`config.mk`:
```
export PLATFORM = sky130hd
export DESIGN_NAME = moore_mode_counter_flat
export DESIGN_NICKNAME = d
export VERILOG_FILES = /design/src/rtl/moore_mode_counter_if.sv /design/src/rtl/moore_mode_counter.sv /design/src/flat_wrapper.sv
export SDC_FILE = /design/constraint.sdc
export NUM_CORES = 1
export LEC_CHECK = 0
export ABC_AREA = 1
export BUFFER_PORTS_ARGS = -buffer_cell sky130_fd_sc_hd__buf_2
export CORE_UTILIZATION = 40
export CTS_CLUSTER_SIZE = 8
export DETAILED_ROUTE_END_ITERATION = 8
export PLACE_DENSITY = 0.66
export SYNTH_ARGS = -nofsm -noshare
export SYNTH_HDL_FRONTEND = slang
export SYNTH_SLANG_ARGS = --single-unit
```
`constraint.sdc`:
```
create_clock -name clk -period 3 [get_ports clk]
set_input_delay 0.15 -clock clk [delete_from_list [all_inputs] [get_ports clk]]
set_output_delay 0.15 -clock clk [all_outputs]
set_load 0.02 [all_outputs]
```
`src/rtl/moore_mode_counter_if.sv`:
```
// Bus bundle for moore_mode_counter.
// Signalling: there is no valid/ready pair on this bus. en and load are
// single-cycle strobes that the counter samples on every rising clk edge,
// and load wins over en. count/tc/dir/gray are registered Moore outputs
// that may be read at any time.
// Optional feature macro: MOORE_CNT_GRAY_EN (see moore_mode_counter.sv).
interface moore_mode_counter_if #(
  parameter int WIDTH = 4
);
  logic             en;
  logic [1:0]       mode;
  logic             load;
  logic [WIDTH-1:0] load_val;
  logic [WIDTH-1:0] count;
  logic             tc;
  logic             dir;
  logic [WIDTH-1:0] gray;

  modport master (
    output en, mode, load, load_val,
    input  count, tc, dir, gray
  );

  modport slave (
    input  en, mode, load, load_val,
    output count, tc, dir, gray
  );
endinterface

```
`src/rtl/moore_mode_counter.sv`:
```
// Moore-style multi-mode counter: up-wrap, down-wrap, bounce, one-shot up.
// All outputs derive from the registered state and count only.
// Optional feature macro MOORE_CNT_GRAY_EN: when defined, a registered
// Gray-code image of count is produced on bus.gray; otherwise gray is 0.
// dbg_state exposes the FSM state encoding for checkers.
module moore_mode_counter #(
  parameter int WIDTH = 4,
  parameter int MAX   = 2**WIDTH-1
) (
  input  logic                 clk,
  input  logic                 reset,
  moore_mode_counter_if.slave  bus,
  output logic [1:0]           dbg_state
);

  typedef enum logic [1:0] {IDLE, UP, DOWN, DONE} state_t;

  localparam logic [1:0] M_UP      = 2'b00;
  localparam logic [1:0] M_DOWN    = 2'b01;
  localparam logic [1:0] M_BOUNCE  = 2'b10;
  localparam logic [1:0] M_ONESHOT = 2'b11;

  localparam logic [WIDTH-1:0] MAX_V  = WIDTH'(MAX);
  localparam logic [WIDTH-1:0] ZERO_V = '0;
  localparam logic [WIDTH-1:0] ONE_V  = WIDTH'(1);

  state_t           state_q, state_d;
  logic [WIDTH-1:0] count_q, count_d;

  // State and count registers; reset returns to IDLE with count 0.
  always_ff @(posedge clk or negedge reset) begin
    if (!reset) begin
      state_q <= IDLE;
      count_q <= '0;
    end else begin
      state_q <= state_d;
      count_q <= count_d;
    end
  end

  // Next-state and next-count: load beats en, en beats hold.
  always_comb begin
    state_d = state_q;
    count_d = count_q;
    if (bus.load) begin
      count_d = (bus.load_val > MAX_V) ? MAX_V : bus.load_val;
      state_d = (bus.mode == M_DOWN) ? DOWN : UP;
    end else if (bus.en) begin
      case (state_q)
        IDLE: begin
          // Start latency: pick a direction, leave count untouched.
          state_d = (bus.mode == M_DOWN) ? DOWN : UP;
        end
        UP: begin
          if (bus.mode == M_DOWN) begin
            state_d = DOWN;
            count_d = (count_q == ZERO_V) ? MAX_V : count_q - ONE_V;
          end else if (count_q != MAX_V) begin
            count_d = count_q + ONE_V;
          end else begin
            case (bus.mode)
              M_UP:     count_d = ZERO_V;
              M_BOUNCE: begin
                count_d = MAX_V - ONE_V;
                state_d = DOWN;
              end
              default:  state_d = DONE;
            endcase
          end
        end
        DOWN: begin
          if (bus.mode == M_UP || bus.mode == M_ONESHOT) begin
            // Reversal to counting up happens on this same edge.
            if (count_q != MAX_V) begin
              count_d = count_q + ONE_V;
              state_d = UP;
            end else if (bus.mode == M_UP) begin
              count_d = ZERO_V;
              state_d = UP;
            end else begin
              state_d = DONE;
            end
          end else if (count_q != ZERO_V) begin
            count_d = count_q - ONE_V;
          end else if (bus.mode == M_DOWN) begin
            count_d = MAX_V;
          end else begin
            count_d = ONE_V;
            state_d = UP;
          end
        end
        default: begin
          // DONE is sticky until load or reset.
        end
      endcase
    end
  end

`ifdef MOORE_CNT_GRAY_EN
  logic [WIDTH-1:0] gray_q;

  // Gray image registered from the next count so it tracks count exactly.
  always_ff @(posedge clk or negedge reset) begin
    if (!reset) begin
      gray_q <= '0;
    end else begin
      gray_q <= count_d ^ (count_d >> 1);
    end
  end

  assign bus.gray = gray_q;
`else
  assign bus.gray = '0;
`endif

  assign bus.count = count_q;
  assign bus.tc    = (state_q == UP   && count_q == MAX_V)  ||
                     (state_q == DOWN && count_q == ZERO_V) ||
                     (state_q == DONE);
  assign bus.dir   = (state_q == DOWN);
  assign dbg_state = state_q;

endmodule
```
`src/flat_wrapper.sv`:
```
// flat-port wrapper written by rule: the top's interface ports become plain ports
module moore_mode_counter_flat 
#(
  parameter int WIDTH = 4,
  parameter int MAX   = 2**WIDTH-1
)
  (clk, reset, dbg_state, bus_en, bus_mode, bus_load, bus_load_val, bus_count, bus_tc, bus_dir, bus_gray);
  moore_mode_counter_if #(.WIDTH(WIDTH)) bus_i ();
  input  logic clk;
  input  logic reset;
  output logic [1:0] dbg_state;
  input wire logic [$bits(bus_i.en)-1:0] bus_en;
  input wire logic [$bits(bus_i.mode)-1:0] bus_mode;
  input wire logic [$bits(bus_i.load)-1:0] bus_load;
  input wire logic [$bits(bus_i.load_val)-1:0] bus_load_val;
  output wire logic [$bits(bus_i.count)-1:0] bus_count;
  output wire logic [$bits(bus_i.tc)-1:0] bus_tc;
  output wire logic [$bits(bus_i.dir)-1:0] bus_dir;
  output wire logic [$bits(bus_i.gray)-1:0] bus_gray;
  assign bus_i.en = bus_en;
  assign bus_i.mode = bus_mode;
  assign bus_i.load = bus_load;
  assign bus_i.load_val = bus_load_val;
  assign bus_count = bus_i.count;
  assign bus_tc = bus_i.tc;
  assign bus_dir = bus_i.dir;
  assign bus_gray = bus_i.gray;
  moore_mode_counter #(.WIDTH(WIDTH), .MAX(MAX)) u_core (.clk(clk), .reset(reset), .bus(bus_i), .dbg_state(dbg_state));
endmodule
```
==> results.toml <==
[yosys]
yosysSeqAreaShare = 0.159
avgSynthCellArea_sq_um = 6.32
synth.distinct_cells = 28
synthCells = 149
synth_seq_cells = 6
syn-cell-area_sq_um = 942
yosysWarnings = 0

[sta]
finalClockSkew_ns = 0.000912
rsz0062_at_grt = "false"
hold_viol = 0
maxSlewViolCount = 0
fin_crit_sh = 0.610
fin_crit_ns = 1.83
fin_setup_tns_ns = 0
fmax_mhz = 547
setup_viol = 0

[power_and_ir_drop]
leakage_nw = 0.599
ir_drop_v = 0.000477
total_power_mw = 0.931
power_density_nw_per_um2 = 883

[clock_network]
numCtsBuffers = 3
clk_latency_ns = 0.24
ctsRootBufferMaster = "clkbuf_4"
clock-sinks = 6
clk_pin_slew_ns = 0.04
cts_tree = "built"
clockBufferDepth = 2
htree_levels = 1

[route]
antenna_left = 0
drt_wl_total_um = 2170
firstDrtPassIters = 4
vias_per_cell = 4.93
drcViolationCount = 0
vias = 962
wl_per_cell_um = 11.1
drt_iter0_markers = 21

[global_routing]
antenna_found_initial = 0
grt-ovfl-total = 0
first_global_vias = 819
grt_max_degree = 12
grtUsageTotal = 0.181
grt_pass1_wl_um = 3470

[floorplan]
die_h_um = 50.5
initial_core_util = 0.426
fp.dieW_um = 50.5
coreArea_sq_um = 2210
rows = 17
die_area_sq_um = 2550
boundaryPins = 22

[final_layout]
final_common_cell = "nand2_1"
diodes = 0
final_nets = 191
layout_common_cells = "50 x nand2_1, 18 x nand3_1, 17 x buf_2, 16 x inv_1, 12 x ha_1"
n_fill_cell = 226
drive_gt1_frac = 0.216
area_growth_syn_to_layout_pct = 11.8
final_core_util = 0.476

[run_status]
status = "finished clean"

[critical_path]
crit_chain = "inv_1, ha_1, nand2_1, o21ai_0, buf_2"
path_class = "flop to output pin"
path_buf_inv = 2
crit_arrival_ns = 1.68
crit_path_end_kind = "output pin"
cp.required_ns = 2.85
cp_top_family = "flip-flops"
worst_path_max_delay_cell = "dfrtp_1"
crit_path_max_fanout = 8
start_kind = "flop"
cpPeakStageDelay_ns = 0.46
r2r_slack_ns = 1.32

[placement]
routabilityCongestion = 0.906
portBuffers = 17
dp_hpwl_um = 1730

[flow_run]
maxCapViolCount = 0

[min_path]
hp-class = "primary input to flop"
-- kinds of logic (layout without fill, tap and decap cells) --
kind of cell	Yosys count	count (layout)	synth area share
DFF	6	6	0.159
other	1	4	0.00398
adders and majority gates	12	12	0.159
xor gates and xnor gates	2	2	0.0186
buffers and inverters	27	42	0.142
and+or+nand+nor	88	88	0.434
AOI/OAI and AO/OA	13	13	0.0823
-- area by class of cell --
class | instances | area, sq um | area share
clock buffers | 3 | 22.5 | 0.0214
inverters | 21 | 81.3 | 0.0772
multi-input cells | 119 | 669 | 0.635
flip-flops and latches | 6 | 150 | 0.143
well taps | 28 | 35.0 | 0.0333
repair buffers | 18 | 95.1 | 0.0903
-- metal layers --
metal,vias up,part of all wire,wire [um],GRT usage
met5,-,0,0,0
met4,0,0,0,0.0278
met3,0,0.044,96,0.0455
met2,25,0.50,1080,0.316
met1,436,0.46,995,0.226
li1,501,-,-,-
-- state kept, by name (all words and copies together), names as in the netlist --
| register | count |
|---|---|
| u_core.bus.count | 4 |
| u_core.dbg_state | 2 |
-- per-stage QoR --
step / setup WS [ns] / hold slack [ns] / instance area, sq um / std cells
floorplan: 1.26 / -0.146 / 953 / 152
global placement: 1.35 / -0.0223 / 1020 / 191
detailed placement: 1.35 / -0.0206 / 1020 / 191
CTS: 1.20 / 0.167 / 1050 / 195
global route: 1.07 / 0.191 / 1050 / 195
finish: 1.17 / 0.170 / 1050 / 195
-- worst register-to-register path: stages (launching register included) --
cell and delay (ns):
dfrtp_1 0.43, inv_1 0.11, ha_1 0.30, inv_1 0.12
nor2_2 0.18, o21ai_1 0.15, and2_1 0.16, nand3_1 0.07
nand2_1 0.05
-- what timing repair did --
| item | in CTS | in global routing |
|---|---|---|
| setup buffers | 0 | 0 |
| hold buffers | 1 | 0 |
| resized for setup | 0 | 0 |
| endpoints found under the hold margin | 6 | 0 |
-- where the power goes --
| part | switching [mW] | internal (mW) |
|---|---|---|
| Clock | 0.0292 | 0.0453 |
| Sequential | 0.0876 | 0.120 |
| Combinational | 0.410 | 0.238 |
| Total | 0.527 | 0.404 |
-- synthesized netlist by cell type --
library cell	number	area share
o21ai_0	1	0.0053
nand4_1	1	0.0066
o21ai_1	3	0.016
dfrtp_1	6	0.16
xnor2_1	1	0.0093
xor2_1	1	0.0093
buf_6	2	0.024
nand3_1	18	0.096
inv_2	4	0.016
a21oi_1	3	0.016
buf_4	4	0.032
nand2_2	3	0.020
ha_1	12	0.16
conb_1	1	0.0040
inv_1	16	0.064
and2_1	1	0.0066
nand2_1	50	0.20
o21ai_2	1	0.0093
nor2_1	7	0.028
o211ai_1	2	0.016
o22ai_1	1	0.0066
nand3_4	1	0.019
nand3_2	1	0.011
nor2_2	3	0.020
inv_4	1	0.0066
nor3_1	1	0.0053
nor2_4	2	0.024
a31oi_1	2	0.013
-- path summary, 6_finish.rpt --
| check | start | to | depth (start not counted) |
|---|---|---|---|
| worst max-delay path | u_core.bus.count[0] | bus_tc | 5 |
| worst min-delay path | bus_load_val[0] | u_core.bus.count[0] | 3 |
| worst max register to register | u_core.dbg_state[0] | u_core.dbg_state[1] | 8 |
| worst min register to register | u_core.dbg_state[1] | u_core.dbg_state[1] | 2 |
| max in group asynchronous | reset | u_core.dbg_state[0] | 2 |
| min in group asynchronous | reset | u_core.bus.count[2] | 2 |
(Power assumes the default switching activity.)
